## src/rtl/eq_ctrl_pkg.sv

```systemverilog
// Shared equalizer-control definitions: default phase width, default commit
// phase and the commit-mode encodings used by the write-done capture logic.
package eq_ctrl_pkg;

   localparam int PHASE_W_DEF      = 6;
   localparam int COMMIT_PHASE_DEF = 63;

   // Commit mode: each band on its own, or every band in one shot.
   typedef enum logic {
      COMMIT_PER_BAND = 1'b0,
      COMMIT_ATOMIC   = 1'b1
   } commit_mode_e;

   localparam int ATOMIC_DEF = int'(COMMIT_PER_BAND);

   // True when the integer mode parameter selects all-bands-together commit.
   function automatic bit is_atomic(input int mode);
      return mode == int'(COMMIT_ATOMIC);
   endfunction

endpackage

```

## src/rtl/write_done_capture_cell.sv

```systemverilog
// One band of write-done capture: rising-edge detect on the write-done level,
// a pending flag that holds a captured write until it is committed, and a
// sticky overrun flag for writes that arrive while one is already pending.
module write_done_capture_cell (
   input  logic clk,
   input  logic rst,
   input  logic i_en,
   input  logic i_write_done,
   input  logic i_commit,
   input  logic i_overrun_clr,
   output logic o_pending,
   output logic o_overrun
);

   logic r_prev;
   logic r_pending;
   logic r_overrun;
   logic w_rise;
   logic w_drop;
   logic w_pending_nxt;
   logic w_overrun_nxt;

   // Edges only count on enabled cycles; prev resets low, so a level that is
   // already high on the first enabled sample after reset reads as a capture.
   assign w_rise = i_en & i_write_done & ~r_prev;

   // A new write landing on an uncommitted one is dropped, not queued.
   assign w_drop = w_rise & r_pending & ~i_commit;

   // Next pending/overrun: a commit frees the slot, so a same-edge write
   // takes it over; an overrun set outranks a same-cycle clear.
   always_comb begin
      w_pending_nxt = r_pending;
      w_overrun_nxt = r_overrun;
      if (i_commit)
         w_pending_nxt = w_rise;
      else if (w_rise)
         w_pending_nxt = 1'b1;
      if (w_drop)
         w_overrun_nxt = 1'b1;
      else if (i_en & i_overrun_clr)
         w_overrun_nxt = 1'b0;
   end

   // Band state registers; prev only samples on enabled cycles.
   always_ff @(posedge clk or negedge rst) begin
      if (!rst) begin
         r_prev    <= 1'b0;
         r_pending <= 1'b0;
         r_overrun <= 1'b0;
      end else begin
         if (i_en)
            r_prev <= i_write_done;
         r_pending <= w_pending_nxt;
         r_overrun <= w_overrun_nxt;
      end
   end

   assign o_pending = r_pending;
   assign o_overrun = r_overrun;

endmodule

```

## src/rtl/multi_write_done_capture.sv

```systemverilog
// Multi-band write-done capture. Each band latches a coefficient write and
// holds it until the filter reaches the commit phase, then emits a one-cycle
// registered strobe. In atomic mode nothing commits until every band has a
// pending write, so a coefficient set is always swapped in as a whole.
module multi_write_done_capture
   import eq_ctrl_pkg::*;
#(
   parameter int N_BANDS      = 8,
   parameter int PHASE_W      = PHASE_W_DEF,
   parameter int COMMIT_PHASE = COMMIT_PHASE_DEF,
   parameter int ATOMIC       = ATOMIC_DEF
) (
   input  logic               clk,
   input  logic               rst,
   input  logic               clk_enable,
   input  logic [N_BANDS-1:0] i_write_done,
   input  logic [PHASE_W-1:0] i_phase,
   input  logic               i_overrun_clr,
   output logic [N_BANDS-1:0] o_pending,
   output logic [N_BANDS-1:0] o_coeffs_en,
   output logic               o_busy,
   output logic [N_BANDS-1:0] o_overrun
);

   localparam logic [PHASE_W-1:0] L_COMMIT_PHASE = PHASE_W'(COMMIT_PHASE);
   localparam bit                 L_ATOMIC       = is_atomic(ATOMIC);

   logic [N_BANDS-1:0] w_pending;
   logic [N_BANDS-1:0] w_overrun;
   logic [N_BANDS-1:0] w_commit;
   logic [N_BANDS-1:0] r_coeffs_en;
   logic               w_commit_cycle;
   logic               w_all_pending;

   assign w_commit_cycle = clk_enable & (i_phase == L_COMMIT_PHASE);
   assign w_all_pending  = &w_pending;

   // Pick which bands commit this edge: per band, or all-or-nothing.
   always_comb begin
      w_commit = '0;
      if (L_ATOMIC)
         w_commit = {N_BANDS{w_commit_cycle & w_all_pending}};
      else
         w_commit = {N_BANDS{w_commit_cycle}} & w_pending;
   end

   genvar b;
   generate
      for (b = 0; b < N_BANDS; b++) begin : g_band
         write_done_capture_cell u_cell (
            .clk           (clk),
            .rst           (rst),
            .i_en          (clk_enable),
            .i_write_done  (i_write_done[b]),
            .i_commit      (w_commit[b]),
            .i_overrun_clr (i_overrun_clr),
            .o_pending     (w_pending[b]),
            .o_overrun     (w_overrun[b])
         );
      end
   endgenerate

   // Commit strobe is registered so no input reaches o_coeffs_en directly.
   always_ff @(posedge clk or negedge rst) begin
      if (!rst)
         r_coeffs_en <= '0;
      else
         r_coeffs_en <= w_commit;
   end

   assign o_pending   = w_pending;
   assign o_overrun   = w_overrun;
   assign o_coeffs_en = r_coeffs_en;
   assign o_busy      = |w_pending;

endmodule

```

## config.mk

```make
export PLATFORM = sky130hd
export DESIGN_NAME = multi_write_done_capture
export DESIGN_NICKNAME = d
export VERILOG_FILES = /design/src/rtl/eq_ctrl_pkg.sv /design/src/rtl/write_done_capture_cell.sv /design/src/rtl/multi_write_done_capture.sv
export SDC_FILE = /design/constraint.sdc
export NUM_CORES = 1
export LEC_CHECK = 0
export CORE_ASPECT_RATIO = 1.1
export CORE_MARGIN = 4
export CORE_UTILIZATION = 35
export DETAILED_ROUTE_END_ITERATION = 8
export PLACE_DENSITY = 0.66
export REMOVE_ABC_BUFFERS = 1
export SYNTH_ARGS = -nofsm -noshare
export SYNTH_HDL_FRONTEND = slang
export SYNTH_SLANG_ARGS = --single-unit
```

## constraint.sdc

```tcl
create_clock -name clk -period 0.9 [get_ports clk]
set_clock_uncertainty 0.05 [all_clocks]
set_input_delay 0.135 -clock clk [delete_from_list [all_inputs] [get_ports clk]]
set_output_delay 0.135 -clock clk [all_outputs]
set_load 0.05 [all_outputs]
```

==> results.yml <==
timing:
  rsz0062_at_grt: "yes"
  relSlewSlack_pct: 82.3
  hold_viol: 0
  period_minus_slack_ns: 1.43
  post-route-period-util_pct: 159
  fin_ws_ns: -0.531
  whs_ns: 0.166
  timing.fmax_mhz: 699
  fin_setup_tns_ns: -6.43
  finalSetupViolCount: 42
  tightest_slew_ns: 0.265
  slew_violations: 0
placement:
  dp_cells: 200
  io_buffers: 42
  gp_congestion: 0.729
  pre_cts_ws_ns: -0.682
  post-dp-hpwl_microns: 2360
  place_area_sq_um: 2020
route:
  vias: 1034
  ant_nets: 0
  avgViaCountPerCell: 4.68
  post-route-drc-count: 0
  drt_pass1_iterations: 4
  wire_per_inst_microns: 15.4
  drtIter0Drc: 30
  drt_wl_total_microns: 3410
critical_path:
  crit_type: "reg -> out"
  critical-path-max-stage-delay_ns: 0.40
  critPathMaxFanout: 2
  path_cells: "nor4_2 -> nand2_1 -> buf_6"
  crit_path_start_kind: "register"
  cp.arrival_ns: 1.25
  crit_slowest_cell: "dfrtp_1"
  required_ns: 0.71
  crit_path_end_kind: "output port"
finish:
  fillCellCount: 273
  drive_gt1_share_pct: 47.4
  layout_common_cells: "32 x dfrtp_1, 25 x buf_12, 17 x buf_6, 10 x clkdlybuf4s50_1"
  antenna_cells: 0
  ff_latch_area_sq_um: 801
  syn_to_final_growth_pct: 72.7
  stdcell_count: 221
  final_common_cell: "dfrtp_1"
  multi_input_area_sq_um: 409
  finalNetCount: 188
  final_area_sq_um: 2310
  final_util_pct: 63.2
grt:
  grt_pass1_vias: 1050
  grtUsageTotal_pct: 14.7
  grt_pass1_wl_microns: 5240
  overflow: 0
  grt_max_degree: 33
  antenna_found_initial: 0
run_status:
  violations: "negative setup slack"
  status: "complete, but fails checks"
clock_tree:
  tritoncts: "built"
  cts_buffers: 5
  htreeDepth: 2
  cts_sinks: 32
  cts-hold-fix-buffers: 0
  clk_path_buf_depth: 2
  path_clk_slew_ns: 0.07
  cts-root-buf: "clkbuf_8"
  insertion_delay_ns: 0.28
synthesis:
  netlist-cell-type-count: 15
  syn_inst: 114
  synth_fa_ha_area_share_pct: 0
  ys_warn_count: 0
  yosysTopAreaCell: "dfrtp_1"
  synth_area_leaders: "dfrtp_1 60%, buf_4 9.5%, a32o_1 6.0%"
  ys_seq_area_share_pct: 59.9
  syn_area_per_cell_sq_um: 11.7
  synth_area_sq_um: 1340
  ys_ff_latch: 32
  synthMuxAreaShare_pct: 0
  synth_top_family_by_area: "compound AO/OA/AOI/OAI gates"
  yosys.area.top_type_share_pct: 59.9
  synthSimpleGateAreaFrac_pct: 12.9
  synth_xor_xnor_area_share_pct: 0
  synth_compound_area_share_pct: 14.2
die:
  num_io_pins: 43
  die_area_sq_um: 4880
  rows: 23
  die_h_microns: 72.8
  start_util_pct: 36.6
  die_w_microns: 66.9
  core_area_sq_um: 3650
pwr:
  leakage_nw: 1.05
  ir_drop_v: 0.000790
  finalPower_mw: 4.10
  power_density_nw_per_um2: 1770
hold_path:
  hold_class: "in -> async"
run:
  maxCapViolCount: 0
critical path, delay by kind of cell, from the launching register on:
kind	cells	cell delay, ns
and+or+nand+nor	2	0.40
buffers and inverters	1	0.17
DFF	1	0.40
flip-flops by register name (all words and copies together), names as in the netlist:
| register | flops |
|---|---|
| g_band.u_cell.o_overrun | 8 |
| g_band.u_cell.o_pending | 8 |
| o_coeffs_en | 8 |
| g_band.u_cell.r_prev | 8 |
metal layers:
metal,global-route usage [%],up-vias,routed length (microns)
met5,0,-,0
met4,4.73,0,35
met3,4.16,4,189
met2,24.7,40,1830
met1,18.0,505,1360
li1,-,485,-
cell families (layout without fill, tap and decap cells):
group | count (synthesis) | count (layout)
AO/OA/AOI/OAI | 24 | 24
buffers and inverters | 27 | 83
flip-flops | 32 | 32
AND/OR/NAND/NOR | 31 | 32
cells in the mapped netlist:
| cell | count |
|---|---|
| dfrtp_1 | 32 |
| buf_4 | 17 |
| nand2_1 | 10 |
| a21o_2 | 8 |
| a32o_1 | 8 |
| and2_1 | 8 |
| inv_1 | 8 |
| nor2_1 | 8 |
| o21ai_0 | 8 |
| nor4_1 | 2 |
| and4_2 | 1 |
| and4_4 | 1 |
| buf_2 | 1 |
| buf_6 | 1 |
| nand4_4 | 1 |
final cells by class:
| class | count | area share (%) |
|---|---|---|
| Timing Repair Buffer | 67 | 38.9 |
| Sequential cell | 32 | 34.7 |
| Multi-Input combinational cell | 56 | 17.7 |
| Clock buffer | 6 | 3.14 |
| Tap cell | 50 | 2.71 |
| Clock inverter | 2 | 1.52 |
| Inverter | 8 | 1.30 |
report_power, final:
| part | internal, mW | leakage, nW | switching, mW |
|---|---|---|---|
| combinational | 0.579 | 0.620 | 0.524 |
| clock | 0.821 | 0.0552 | 0.512 |
| sequential | 1.55 | 0.379 | 0.106 |
| total | 2.95 | 1.05 | 1.14 |
final timing paths:
path / start / to / slack (ns) / depth (start not counted)
setup / recovery: g_band[0].u_cell.o_pending / o_busy / -0.53 / 3
hold / removal: rst / g_band[7].u_cell.o_overrun / 0.17 / 2
setup reg to reg: g_band[0].u_cell.o_pending / g_band[0].u_cell.o_overrun / -0.24 / 4
hold reg to reg: g_band[2].u_cell.r_prev / g_band[2].u_cell.r_prev / 0.48 / 2
max in group asynchronous: rst / g_band[0].u_cell.r_prev / 0.47 / 2
min in group clk: i_phase[1] / g_band[7].u_cell.o_pending / 0.33 / 4
timing repair:
| item | in CTS | in global routing |
|---|---|---|
| hold endpoints to repair | 0 | 0 |
| resized for setup | 29 | 16 |
| pin swaps | 6 | 3 |
| setup endpoints to repair | 54 | 39 |
| setup buffers | 7 | 8 |
| gates cloned | 1 | 0 |
No activity file was read; power rests on OpenSTA's default activity.
